[src/rtl/prt_vtb_freq_mon.sv]
// Frequency stability monitor behind the video toolbox frequency counter: qualifies
// measurements against a tolerance window and reports lock, frequency, no-signal and timeout.
module prt_vtb_freq_mon #(
  parameter logic [31:0] P_SYS_FREQ   = 32'd125000000,
  parameter logic [31:0] P_TOL        = 32'd1000,
  parameter int unsigned P_LOCK_CNT   = 3,
  parameter int unsigned P_UNLOCK_CNT = 2,
  parameter logic [31:0] P_MIN_FREQ   = 32'd1000,
  parameter logic [31:0] P_WDT_CYC    = 2 * P_SYS_FREQ
) (
  input  logic        SYS_RST_IN,
  input  logic        SYS_CLK_IN,
  input  logic        CFG_EN_IN,
  input  logic [31:0] FREQ_IN,
  input  logic        FREQ_UPD_IN,
  output logic        LOCK_OUT,
  output logic [31:0] FREQ_OUT,
  output logic        CHG_OUT,
  output logic        NOSIG_OUT,
  output logic        TMO_OUT
);

  typedef enum logic [1:0] {SM_IDLE, SM_ACQ, SM_LOCK} state_t;

  localparam logic [3:0] LOCK_N   = 4'(P_LOCK_CNT);
  localparam logic [3:0] UNLOCK_N = 4'(P_UNLOCK_CNT);

  state_t      state_reg;
  logic [31:0] s_reg;
  logic [31:0] ref_reg;
  logic [31:0] freq_reg;
  logic [31:0] wdt_reg;
  logic [3:0]  match_reg;
  logic [3:0]  miss_reg;
  logic        eval_reg;
  logic        lock_reg;
  logic        chg_reg;
  logic        chg_pend_reg;
  logic        nosig_reg;
  logic        tmo_reg;

  logic [32:0] diff;
  logic        in_win;
  logic        nosig;
  logic        wdt_exp;

  assign diff    = (s_reg >= ref_reg) ? ({1'b0, s_reg} - {1'b0, ref_reg})
                                      : ({1'b0, ref_reg} - {1'b0, s_reg});
  assign in_win  = (diff <= {1'b0, P_TOL});
  assign nosig   = (s_reg < P_MIN_FREQ);
  // Expiry is the 1 -> 0 step of the watchdog; a same-cycle update reloads instead.
  assign wdt_exp = !FREQ_UPD_IN && (wdt_reg == 32'd1);

  // A lock transition arriving while a pulse is still out is deferred one cycle
  // (chg_pend_reg), so CHG_OUT never stays high for two consecutive cycles.
  always_ff @(posedge SYS_CLK_IN or posedge SYS_RST_IN) begin
    if (SYS_RST_IN) begin
      state_reg    <= SM_IDLE;
      s_reg        <= '0;
      ref_reg      <= '0;
      freq_reg     <= '0;
      wdt_reg      <= '0;
      match_reg    <= '0;
      miss_reg     <= '0;
      eval_reg     <= 1'b0;
      lock_reg     <= 1'b0;
      chg_reg      <= 1'b0;
      chg_pend_reg <= 1'b0;
      nosig_reg    <= 1'b0;
      tmo_reg      <= 1'b0;
    end else if (!CFG_EN_IN) begin
      state_reg    <= SM_IDLE;
      s_reg        <= '0;
      ref_reg      <= '0;
      freq_reg     <= '0;
      wdt_reg      <= P_WDT_CYC;
      match_reg    <= '0;
      miss_reg     <= '0;
      eval_reg     <= 1'b0;
      lock_reg     <= 1'b0;
      chg_reg      <= 1'b0;
      chg_pend_reg <= 1'b0;
      nosig_reg    <= 1'b0;
      tmo_reg      <= 1'b0;
    end else begin
      eval_reg     <= 1'b0;
      chg_reg      <= chg_pend_reg & ~chg_reg;
      chg_pend_reg <= chg_pend_reg & chg_reg;

      if (FREQ_UPD_IN) begin
        s_reg    <= FREQ_IN;
        eval_reg <= 1'b1;
        wdt_reg  <= P_WDT_CYC;
        tmo_reg  <= 1'b0;
      end else if (wdt_reg != 32'd0) begin
        wdt_reg <= wdt_reg - 32'd1;
      end

      if (wdt_exp) begin
        tmo_reg   <= 1'b1;
        state_reg <= SM_IDLE;
        match_reg <= '0;
        miss_reg  <= '0;
        if (lock_reg) begin
          lock_reg     <= 1'b0;
          freq_reg     <= '0;
          chg_reg      <= ~chg_reg;
          chg_pend_reg <= chg_reg | chg_pend_reg;
        end
      end else if (eval_reg) begin
        nosig_reg <= nosig;
        case (state_reg)
          SM_IDLE: begin
            if (!nosig) begin
              ref_reg <= s_reg;
              if (LOCK_N == 4'd1) begin
                state_reg    <= SM_LOCK;
                lock_reg     <= 1'b1;
                freq_reg     <= s_reg;
                match_reg    <= '0;
                miss_reg     <= '0;
                chg_reg      <= ~chg_reg;
                chg_pend_reg <= chg_reg | chg_pend_reg;
              end else begin
                state_reg <= SM_ACQ;
                match_reg <= 4'd1;
              end
            end
          end
          SM_ACQ: begin
            if (nosig) begin
              state_reg <= SM_IDLE;
              match_reg <= '0;
            end else if (in_win) begin
              if (match_reg + 4'd1 >= LOCK_N) begin
                state_reg    <= SM_LOCK;
                lock_reg     <= 1'b1;
                freq_reg     <= s_reg;
                ref_reg      <= s_reg;
                match_reg    <= '0;
                miss_reg     <= '0;
                chg_reg      <= ~chg_reg;
                chg_pend_reg <= chg_reg | chg_pend_reg;
              end else begin
                match_reg <= match_reg + 4'd1;
              end
            end else begin
              ref_reg   <= s_reg;
              match_reg <= 4'd1;
            end
          end
          SM_LOCK: begin
            if (in_win && !nosig) begin
              miss_reg <= '0;
              ref_reg  <= s_reg;
              freq_reg <= s_reg;
            end else if (miss_reg + 4'd1 >= UNLOCK_N) begin
              lock_reg     <= 1'b0;
              freq_reg     <= '0;
              miss_reg     <= '0;
              chg_reg      <= ~chg_reg;
              chg_pend_reg <= chg_reg | chg_pend_reg;
              if (nosig) begin
                state_reg <= SM_IDLE;
                match_reg <= '0;
              end else begin
                state_reg <= SM_ACQ;
                ref_reg   <= s_reg;
                match_reg <= 4'd1;
              end
            end else begin
              miss_reg <= miss_reg + 4'd1;
            end
          end
          default: begin
            state_reg <= SM_IDLE;
            match_reg <= '0;
            miss_reg  <= '0;
          end
        endcase
      end
    end
  end

  assign LOCK_OUT  = lock_reg;
  assign FREQ_OUT  = freq_reg;
  assign CHG_OUT   = chg_reg;
  assign NOSIG_OUT = nosig_reg;
  assign TMO_OUT   = tmo_reg;

endmodule

[config.mk]
export PLATFORM = sky130hd
export DESIGN_NAME = prt_vtb_freq_mon
export DESIGN_NICKNAME = d
export VERILOG_FILES = /design/src/rtl/prt_vtb_freq_mon.sv
export SDC_FILE = /design/constraint.sdc
export NUM_CORES = 1
export LEC_CHECK = 0
export CAP_MARGIN = 20
export CORE_MARGIN = 2
export CORE_UTILIZATION = 50
export DETAILED_ROUTE_END_ITERATION = 12
export GPL_ROUTABILITY_DRIVEN = 0
export PLACE_DENSITY = 0.66
export SLEW_MARGIN = 20
export SYNTH_ARGS = -nofsm -noshare
export SYNTH_HDL_FRONTEND = slang
export SYNTH_SLANG_ARGS = --single-unit
[constraint.sdc]
create_clock -name SYS_CLK_IN -period 6.46 [get_ports SYS_CLK_IN]
set_input_delay 1.292 -clock SYS_CLK_IN [delete_from_list [all_inputs] [get_ports SYS_CLK_IN]]
set_output_delay 1.292 -clock SYS_CLK_IN [all_outputs]
set_load 0.01 [all_outputs]
# After elaboration in Yosys (flattened, before gate mapping)
# Cells that the tools add are included.
# classes
add_sub_neg,5
n_lt_le_gt_ge,5
n_eq_ne,25
mux,93
bitwise,4
n_reduce_logical,13
# op_table
cell,n
32-bit 2-to-1 mux,22
32-bit case mux with 3 select lines,1
4-bit 2-to-1 mux,17
32-bit by 32-bit subtractor with 33-bit output,2
32-bit case mux with 2 select lines,1
1-bit 2-to-1 mux,36
"33-bit by 10-bit <= comparator with 1-bit output, second input constant",1
33-bit 2-to-1 mux,1
"32-bit by 1-bit == test with 1-bit output, second input constant",1
32-bit greater-or-equal comparator,1
"32-bit by 10-bit < comparator with 1-bit output, second input constant",1
"4-bit != test, second input constant",8
32-bit nonzero test,1
"32-bit by 1-bit subtractor with 32-bit output, second input constant",1
4-bit case mux with 3 select lines,2
2-bit 2-to-1 mux,9
"5-bit != test, second input constant",3
7-bit AND reduction,2
6-bit AND reduction,2
"3-bit by 1-bit != test with 1-bit output, second input constant",3
"3-bit != test, second input constant",3
"4-bit by 1-bit adder with 4-bit output, second input constant",2
"4-bit by 2-bit greater-or-equal comparator with 1-bit output, second input constant",2
"4-bit by 1-bit != test with 1-bit output, second input constant",2
other kinds (15),21
# word_totals
regBits,144
elab_cells,158

# Longest topological paths before layout
# Gate-level depths: netlist of run 1.
# depth
word_depth,9
ltp_mapped,20
mapped_depth_nobuf,15

# Worst setup path after synthesis of run 1
# OpenSTA, ideal clock, no wires.
# synth_path
kind,flip-flop to flip-flop
from,register s_reg[27]
to,register state_reg[0]
setup_time_ns,0.125
arrival_time_ns,4.102
setup_slack_ns,2.233
stages_incl_launch_ff,18
path_buffers,2
cell_sequence,dfrtp_1 > inv_1 > ha_1 > clkbuf_1 > and4_4 > and2_1 > a31oi_1 > o211ai_1 > or3_1 > buf_6 > mux2_4 > o211a_1 > nor4_2 > nand4b_1 > or4_4 > o21ai_2 > o2bb2ai_1 > mux2_2
# synth_via
elab_chain_len,8
elab_cells_between_ends,21
# synth_rtl
element,line,source
start: declaration,29,logic [31:0] s_reg;
start signal: assignment,59,s_reg <= '0;
start signal: assignment,73,s_reg <= '0;
start signal: assignment,91,s_reg <= FREQ_IN;
branches (longest 8 deep; another with 32-bit by 32-bit subtractor with 33-bit output),n/a,
end signal: assignment,72,state_reg <= SM_IDLE;
end signal: assignment,101,state_reg <= SM_IDLE;
end signal: assignment,117,state_reg <= SM_LOCK;
end: declaration,28,state_t state_reg;
# Several ways; the timed one is not identified. The select of a mux whose other input is x is not followed.
# A chain may end at the register's enable or synchronous reset.

# Worst setup path in the final report of run 1
# layout_path
from,register s_reg[5]
to,register ref_reg[0]
# layout_via
elab_chain_len,9
elab_cells_between_ends,21
# layout_rtl
element,line,source
"32-bit by 32-bit subtractor with 33-bit output, or another cell as far along",48,": ({1'b0, ref_reg} - {1'b0, s_reg});"
33-bit 2-to-1 mux,47,"assign diff = (s_reg >= ref_reg) ? ({1'b0, s_reg} - {1'b0, ref_reg})"
33-bit by 10-bit <= comparator with 1-bit output,49,"assign in_win = (diff <= {1'b0, P_TOL});"
32-bit 2-to-1 mux or 1-bit logical AND (tied branches),"134, 153",
"32-bit 2-to-1 mux, on equally long branches","131, 153",
32-bit case mux with 3 select lines,112,case (state_reg)
32-bit 2-to-1 mux,110,end else if (eval_reg) begin
32-bit 2-to-1 mux,99,if (wdt_exp) begin
32-bit 2-to-1 mux,71,end else if (!CFG_EN_IN) begin
end signal: assignment,115,ref_reg <= s_reg;
end signal: assignment,139,ref_reg <= s_reg;
end signal: assignment,148,ref_reg <= s_reg;
end: declaration,30,logic [31:0] ref_reg;
# Parallel ways exist; a longest one is shown, timed or not. The select of a mux whose other input is x is not followed.

==> metrics.cfg, run 1 <==
[run_status]
outcome = finished, final reports clean

[setup_path]
startpoint_type = flop
worst_ep_required_time_ns = 6.81
worstSetupPathType = flop to flop
worstSetupEndpointType = flop
arrival_ns = 6.03
worstPathMaxFanout = 32

[synth]
avgSynthCellArea_um2 = 8.809
synthFlopType = dfrtp_1
syn_inst = 1184
synthesis.nets = 1294
synthAdderAreaFrac_pct = 8.877
synth_edf_count = 0
synth-seq-cells = 144
yosys_warnings = 0
synth_cell_types = 80
yosysSeqAreaShare_pct = 34.55
synth_compound_area_share_pct = 23.19
syn_area_mm2 = 0.01043
synthArstFlopShare_pct = 100.0
synth_xor_area_share_pct = 3.863
synth-simple-area-share_pct = 19.16
synth_top_family_by_area = compound AO/OA/AOI/OAI gates
synthMuxAreaShare_pct = 4.211

[clock_tree]
h-tree-depth = 4
cts_root_buf = clkbuf_16
insertion_delay_ns = 0.42
cts_tree = done
post_cts_buffers = 0
cts_resized = 0
numCtsBuffers = 17
cts_sinks = 144
clkTransAtPathRegs_ns = 0.06
clockBufferDepth = 2
ctsHoldBuffers = 0

[route]
routedWlPerCell_um = 19.40
firstDrtPassIters = 7
antenna_violating_nets_post_route = 0
routed_wl_mm = 29.28
drcViolationCount = 0
drt-vias-per-instance = 6.225
drtIter0Drc = 907
num_vias = 9393

[layout]
drive_above_1_share_pct = 5.892
nets = 1337
finalCoreUtilization_pct = 58.37
diodes = 0
syn_to_final_growth_pct = 13.96
final_area_mm2 = 0.01189

[timing]
setup-violations-final = 0
tns_ns = 0
rsz0062_at_grt = false
skew_ns = 0.01413
fin_crit_sh_pct = 87.97
slew_viol_final = 0
fin_crit_ns = 5.683
worst_pin_slew_ns = 1.031
relSlewSlack_pct = 29.49
finalHoldViolCount = 0
max_freq_mhz = 176.0
fin_ws_ns = 0.7771
worst_hold_slack_ns = 0.5024

[global_route]
grt_pass1_vias = 8977
grt_pass1_wl_mm = 48.35
grt_max_degree = 88
grt_overflow_total = 0
antenna_found_initial = 0
track_usage_pct = 27.43

[power]
vdd_ir_drop_max_v = 0.0001904
powerDensity_mw_per_mm2 = 244.0
leakage_nw = 5.176

[floorplan]
die_width_um = 148.4
die_area_mm2 = 0.02203
core_mm2 = 0.02036
rows = 52
die_h_um = 148.4
pin_count = 72
initial_utilization_pct = 51.22

[placed_design]
placed_cell_area_mm2 = 0.01127
dpl.hpwl_mm = 21.75
port_buffers = 71
post-place-ws_ns = 0.8751

[worst_hold_path]
hold_path_class = flop to flop

[run]
cap_violations = 0

==> cells in the final DEF (no fill, tap or decap), types with 8 or more instances in the layout <==
master	instances
a211oi_1	16
a21o_1	21
a21oi_1	99
a22o_1	64
a31oi_1	11
and2_1	10
and3_1	9
buf_4	11
clkbuf_16	17
clkdlybuf4s50_1	70
dfrtp_1	144
ha_1	74
inv_1	85
mux2i_1	39
nand2_1	83
nand2b_1	9
nand3_1	20
nand4_1	22
nor2_1	72
nor2b_1	34
nor3_1	30
nor4_1	26
o211ai_1	8
o21ai_0	71
or3_1	19
xnor2_1	31
xor2_1	15
==> critical path: stages (launching register included) <==
cell and delay (ns):
dfrtp_1 0.44, inv_1 0.08, ha_1 0.56, a21oi_1 0.12, o21ai_1 0.32, a21oi_1 0.22
a2111oi_4 0.54, or3_1 0.66, a31oi_1 0.19, xor2_1 0.17, nor4b_1 0.33, o211ai_1 0.24
or4_4 0.66, nor2_2 0.20, o31a_2 0.63, a22o_1 0.23
==> metal layers <==
metal | wire (um) | track usage, % | up-vias
met3 | 1856 | 4.080 | 47
met2 | 13000 | 40.90 | 366
met1 | 13890 | 41.44 | 4557
met4 | 531 | 7.762 | 0
met5 | 0 | 0 | -
li1 | - | - | 4423
==> cells by family (layout without fill, tap and decap cells) <==
| logic type | Yosys count | in the layout |
|---|---|---|
| mux | 43 | 43 |
| fa+ha+maj | 74 | 74 |
| simple gates | 375 | 375 |
| compound gates | 357 | 357 |
| buf+inv | 145 | 200 |
| xor+xnor | 46 | 46 |
| flops | 144 | 144 |
==> metrics by stage <==
step           cells  power [mW]
2_1_floorplan   1184       1.628
3_3_place_gp    1478       1.867
3_5_place_dp    1478       1.867
4_1_cts         1509       2.896
5_1_grt         1509       3.045
6_report        1509       2.900
==> layout make-up <==
class	count	area (um2)
fillers	1816	8478
flip-flops and latches	144	3603
multi-input cells	895	6197
repair buffers	83	808.3
clock buffers	19	452.9
well taps	270	337.8
clock inverters	12	158.9
inverters	86	327.8
==> path summary, 6_finish.rpt <==
kind / start / endpoint / slack [ns] / cells past startpoint
max: s_reg[5] / ref_reg[0] / 0.78 / 15
min: FREQ_OUT[26] / FREQ_OUT[26] / 0.50 / 1
max reg2reg: s_reg[5] / ref_reg[0] / 0.78 / 15
min reg2reg: FREQ_OUT[26] / FREQ_OUT[26] / 0.50 / 1
max in group asynchronous: SYS_RST_IN / ref_reg[9] / 3.87 / 3
min in group asynchronous: SYS_RST_IN / miss_reg[1] / 1.37 / 2
==> power breakdown <==
part / switching, mW / total (mW) / leakage (nW) / internal (mW)
Combinational: 0.552 / 0.891 / 2.98 / 0.339
Sequential: 0.0494 / 0.990 / 1.91 / 0.941
Clock: 0.391 / 1.02 / 0.284 / 0.628
==> cells in the mapped netlist, types with 6 or more instances <==
| master | count | area [um2] |
|---|---|---|
| a21o_1 | 21 | 157.7 |
| dfrtp_1 | 144 | 3603 |
| ha_1 | 74 | 925.9 |
| or3_1 | 19 | 118.9 |
| nor4_1 | 26 | 162.7 |
| a221oi_1 | 6 | 52.55 |
| a22o_1 | 64 | 560.5 |
| a211oi_1 | 16 | 120.1 |
| nand4_1 | 22 | 137.6 |
| a31oi_1 | 11 | 68.82 |
| inv_1 | 86 | 322.8 |
| nand2b_1 | 9 | 56.30 |
| xnor2_1 | 31 | 271.5 |
| a21oi_1 | 99 | 495.5 |
| o21ai_0 | 71 | 355.3 |
| xor2_1 | 15 | 131.4 |
| a211o_1 | 6 | 52.55 |
| nor2b_1 | 34 | 212.7 |
| buf_2 | 21 | 105.1 |
| nand3_1 | 20 | 100.1 |
| and2_1 | 10 | 62.56 |
| mux2i_1 | 39 | 390.4 |
| nor2_1 | 72 | 270.3 |
| nand2_1 | 83 | 311.6 |
| clkbuf_1 | 29 | 108.9 |
| o211ai_1 | 8 | 60.06 |
| and3_1 | 9 | 56.30 |
| nor3_1 | 30 | 150.1 |
Power figures use the tool's default switching activity.
==> inputs of run 2 (changes only) <==
--- a/config.mk
+++ b/config.mk
@@ -6,11 +6,11 @@
 export NUM_CORES = 1
 export LEC_CHECK = 0
 export CAP_MARGIN = 20
-export CORE_MARGIN = 2
+export CORE_MARGIN = 3
 export CORE_UTILIZATION = 50
 export DETAILED_ROUTE_END_ITERATION = 12
 export GPL_ROUTABILITY_DRIVEN = 0
-export PLACE_DENSITY = 0.66
+export PLACE_DENSITY = 0.7
 export SLEW_MARGIN = 20
 export SYNTH_ARGS = -nofsm -noshare
 export SYNTH_HDL_FRONTEND = slang
==> run 2 against run 1 <==
- clock skew down 0.0043 ns
- first-iteration DRC count up 2.3%
- register-to-register slack worse by 0.04 ns
- clock power about the same
- largest power group unchanged
- hold slack about the same
- cell area up 0.12%
- flip-flop and latch count unchanged
==> metrics.cfg, run 2 (synthesis results as in run 1) <==
[run_status]
outcome = finished, final reports clean

[global_route]
grt_pass1_vias = 8978
grt_max_degree = 95
antenna_found_initial = 0
grt_pass1_wl_mm = 47.47
grt_overflow_total = 0
track_usage_pct = 26.23

[timing]
slew_viol_final = 0
rsz0062_at_grt = false
relSlewSlack_pct = 30.36
worst_pin_slew_ns = 1.018
setup-violations-final = 0
fin_crit_sh_pct = 88.62
skew_ns = 0.009877
finalHoldViolCount = 0
max_freq_mhz = 174.7
tns_ns = 0
fin_crit_ns = 5.725
fin_ws_ns = 0.7350

[setup_path]
cp_common_cell = a21oi_1
worst_ep_required_time_ns = 6.81
worstSetupEndpointType = flop
worstSetupPathType = flop to flop
worstPathMaxFanout = 32
startpoint_type = flop
rrSetupSlack_ns = 0.74
critical-path-max-stage-delay_ns = 0.68
arrival_ns = 6.07
cpMaxStageDelayCell = or3_1
r2r_cells = 15
crit_chain = inv_1 > ha_1 > a21oi_1 > o21ai_1 > a21oi_1 > a2111oi_4 > or3_1 > a31oi_1 > xor2_1 > nor4b_1 > o211ai_1 > or4_4 > nor2_2 > o31a_2 > a22o_1

[power]
vdd_ir_drop_max_v = 0.0001984
p_clk_share_pct = 35.8
pwr-share-seq_pct = 33.8
powerDensity_mw_per_mm2 = 245.9
p_int_mw = 1.947
p_sw_share_pct = 33.45
leakage_nw = 5.195
p_switching_uw = 978.8
p_comb_share_pct = 30.3

[layout]
stdcell_count = 1509
final_common_cell = dfrtp_1
drive_above_1_share_pct = 5.811
nets = 1337
layout_common_cells = dfrtp_1 (144), a21oi_1 (99), inv_1 (85), nand2_1 (83), ha_1 (74)
syn_to_final_growth_pct = 14.10
multi_input_area_mm2 = 0.006198
diodes = 0
seqCellArea_mm2 = 0.003603
nFillCells = 1768

[run]
cap_violations = 0

[route]
routed_wl_mm = 29.14
routedWlPerCell_um = 19.31
drcViolationCount = 0
num_vias = 9369
drt-vias-per-instance = 6.209
antenna_violating_nets_post_route = 0
firstDrtPassIters = 6
drtIter0Drc = 928

[placed_design]
dpl.hpwl_mm = 21.84
port_buffers = 71
placedCellCount = 1478
post-place-ws_ns = 0.8826

[clock_tree]
cts_sinks = 144
cts_resized = 0
clockBufferDepth = 2
clkTransAtPathRegs_ns = 0.06
numCtsBuffers = 17
insertion_delay_ns = 0.42
h-tree-depth = 4
ctsHoldBuffers = 0
post_cts_buffers = 0
cts_tree = done
cts_root_buf = clkbuf_16

[floorplan]
die_h_um = 150.4
initial_utilization_pct = 51.22
core_mm2 = 0.02036
rows = 52
die_area_mm2 = 0.02263
pin_count = 72
die_width_um = 150.4

[worst_hold_path]
whs_path_depth = 1
hold_path_class = flop to flop

[run 2: changes by cell type in the layout (fill, tap and decap cells not counted)]
cell	delta
clkinv_4	+3
a2111oi_1	+1
buf_4	+1
bufinv_16	+1
buf_12	-1
clkbuf_1	+1
clkinvlp_4	-4
a2111oi_0	-1
clkinv_2	-1
[run 2: final timing paths]
kind	to	startpoint
min reg2reg	FREQ_OUT[29]	FREQ_OUT[29]
max	ref_reg[7]	s_reg[5]
max in group asynchronous	s_reg[6]	SYS_RST_IN
min	FREQ_OUT[29]	FREQ_OUT[29]
min in group asynchronous	miss_reg[2]	SYS_RST_IN
max reg2reg	ref_reg[7]	s_reg[5]
[run 2: final cells by class]
cell class,count,area share [%]
clock buffer,20,3.838
clock inverter,11,1.514
inverter,86,2.755
multi-input combinational,895,52.09
sequential,144,30.28
tap,270,2.839
timing repair buffer,83,6.687
[run 2: metrics by stage]
step | total power [mW] | hold slack (ns) | util, % | cell area (um2)
detailed placement | 1.864 | 0.4907 | 55.31 | 11260
CTS | 2.917 | 0.5090 | 58.44 | 11900
floorplan | 1.628 | 0.4796 | - | 10430
global route | 3.066 | 0.5183 | 58.44 | 11900
finish | 2.926 | 0.5029 | 58.44 | 11900
global placement | 1.862 | 0.4898 | 55.30 | 11260
[run 2: per-layer routing]
metal,wire [um],track usage (%),vias to the layer above
li1,-,-,4417
met1,13050,38.32,4492
met2,13090,40.14,401
met3,2385,4.967,59
met4,610,6.725,0
met5,0,0,-
[run 2: critical path: cells and delay by family (launching register included)]
kind | cells | cell delay [ns]
compound gates | 8 | 2.46
simple gates | 4 | 1.93
fa+ha+maj | 1 | 0.54
flops | 1 | 0.43
xor+xnor | 1 | 0.18
buf+inv | 1 | 0.09
[run 2: power by group through the flow]
stage	registers, mW	logic, mW	clock network [mW]
3_3_place_gp	1.00	0.858	0
5_1_grt	0.995	0.968	1.10
3_5_place_dp	1.00	0.859	0
2_1_floorplan	0.995	0.633	0
6_report	0.990	0.888	1.05
4_1_cts	0.989	0.865	1.06
==> inputs of run 3 (changes only) <==
--- a/config.mk
+++ b/config.mk
@@ -7,10 +7,10 @@
 export LEC_CHECK = 0
 export CAP_MARGIN = 20
 export CORE_MARGIN = 3
-export CORE_UTILIZATION = 50
+export CORE_UTILIZATION = 47
 export DETAILED_ROUTE_END_ITERATION = 12
 export GPL_ROUTABILITY_DRIVEN = 0
-export PLACE_DENSITY = 0.7
+export PLACE_DENSITY = 0.67
 export SLEW_MARGIN = 20
 export SYNTH_ARGS = -nofsm -noshare
 export SYNTH_HDL_FRONTEND = slang
==> run 3 against run 2 <==
- clock-buffer cell count fell by 2
- routed wire length rose by 1.4%
- clock power fell by 7%
- non-clock buffer count fell by 2
- clock skew fell by 0.00063 ns
- setup slack got worse by 0.15 ns
- maximum frequency fell by 2.5%
- via count rose by 0.21%
- sequential share of layout area rose by 0.15 points
- critical path type unchanged
- critical endpoint is now ref_reg[4]
- highest routed layer unchanged
==> metrics.cfg, run 3 (synthesis results as in run 1) <==
[timing]
rsz0062_at_grt = false
max_freq_mhz = 170.3
relSlewSlack_pct = 35.07
worst_pin_slew_ns = 0.9495
slew_viol_final = 0
skew_ns = 0.009248
setup-violations-final = 0
tns_ns = 0
finalHoldViolCount = 0
fin_crit_ns = 5.872
fin_crit_sh_pct = 90.90

[power]
powerDensity_mw_per_mm2 = 241.4
leakage_nw = 5.154
p_switching_mw = 1.007
pwr-share-seq_pct = 34.6
p_int_mw = 1.852
p_comb_share_pct = 31.1
p_clk_share_pct = 34.2
vdd_ir_drop_max_v = 0.0001912
p_sw_share_pct = 35.23
p_total_mw = 2.859

[clock_tree]
clkTransAtPathRegs_ns = 0.06
cts_sinks = 144
post_cts_buffers = 0
cts_resized = 0
cts_tree = done
numCtsBuffers = 17
h-tree-depth = 4
insertion_delay_ns = 0.42
ctsHoldBuffers = 0
clockBufferDepth = 2
cts_root_buf = clkbuf_16

[layout]
nets = 1335
syn_to_final_growth_pct = 13.53
finalCoreUtilization_pct = 55.28
stdcell_count = 1513
drive_above_1_share_pct = 5.735
layout_common_cells = dfrtp_1 (144), a21oi_1 (99), inv_1 (85), nand2_1 (83), ha_1 (74)
final_common_cell = dfrtp_1
diodes = 0

[route]
drtIter0Drc = 1021
routed_wl_mm = 29.55
num_vias = 9389
routedWlPerCell_um = 19.53
antenna_violating_nets_post_route = 0
firstDrtPassIters = 6
drt-vias-per-instance = 6.206
drcViolationCount = 0

[setup_path]
r2r_cells = 15
arrival_ns = 6.18
worstSetupEndpointType = flop
cp_top_family = compound AO/OA/AOI/OAI gates
crit_chain = inv_1 > ha_1 > nand2_1 > o21ai_1 > a21oi_1 > a2111oi_4 > or3_1 > a31oi_1 > o2bb2ai_1 > nor3_1 > nand4_1 > nor3_2 > nor2_1 > o31a_2 > a22o_1
path_depth = 15
worst_ep_required_time_ns = 6.76
critical-path-max-stage-delay_ns = 0.69
cp_num_buf_inv = 1
worstSetupPathType = flop to flop
worstPathMaxFanout = 32
cpMaxStageDelayCell = or3_1
startpoint_type = flop

[placed_design]
dpl.hpwl_mm = 22.05
port_buffers = 71
placedCellCount = 1481

[floorplan]
die_width_um = 155.0
rows = 53
core_mm2 = 0.02142
die_h_um = 155.0
initial_utilization_pct = 48.69
die_area_mm2 = 0.02402
pin_count = 72

[run]
cap_violations = 0

[global_route]
antenna_found_initial = 0
grt_pass1_wl_mm = 48.14
track_usage_pct = 24.59
grt_pass1_vias = 8996
grt_overflow_total = 0
grt_max_degree = 91

[worst_hold_path]
hold_path_class = flop to flop
whs_path_depth = 1

[run_status]
outcome = finished, final reports clean

-- run 3: layout make-up --
class	instances	area, um2
fillers	1921	9578
multi-input cells	895	6197
flip-flops and latches	144	3603
repair buffers	81	780.7
clock buffers	18	429.2
well taps	275	344.1
inverters	86	327.8
clock inverters	14	158.9
-- run 3: through the flow --
stage | hold slack [ns] | cell area (um2) | setup WS [ns]
2_1_floorplan | 0.4796 | 10430 | 1.302
3_3_place_gp | 0.4894 | 11250 | 0.9973
3_5_place_dp | 0.4908 | 11250 | 0.7787
4_1_cts | 0.5091 | 11840 | 0.7547
5_1_grt | 0.5199 | 11840 | 0.2803
6_report | 0.5071 | 11840 | 0.5880
-- run 3: power groups by stage --
stage | clock network (mW) | logic (mW) | registers [mW]
after floorplan | 0 | 0.633 | 0.995
after global placement | 0 | 0.860 | 1.00
after detailed placement | 0 | 0.860 | 1.00
after CTS | 0.995 | 0.865 | 0.989
after global routing | 1.04 | 0.967 | 0.997
final | 0.979 | 0.890 | 0.990
-- run 3: worst paths after layout --
| check | end | from | slack, ns |
|---|---|---|---|
| min in group asynchronous | miss_reg[3] | SYS_RST_IN | 1.41 |
| min | FREQ_OUT[1] | FREQ_OUT[1] | 0.51 |
| max in group asynchronous | ref_reg[29] | SYS_RST_IN | 3.85 |
| min reg2reg | FREQ_OUT[1] | FREQ_OUT[1] | 0.51 |
| max | ref_reg[4] | s_reg[7] | 0.59 |
| max reg2reg | ref_reg[4] | s_reg[7] | 0.59 |
-- run 3: layer usage --
metal	up-vias	wire length, um	global-route usage [%]	share of wire, %
met1	4532	13510	36.39	46
met4	0	391	4.247	1.3
met3	40	2483	5.229	8.4
li1	4405	-	-	-
met2	412	13170	37.69	45
met5	-	0	0	0
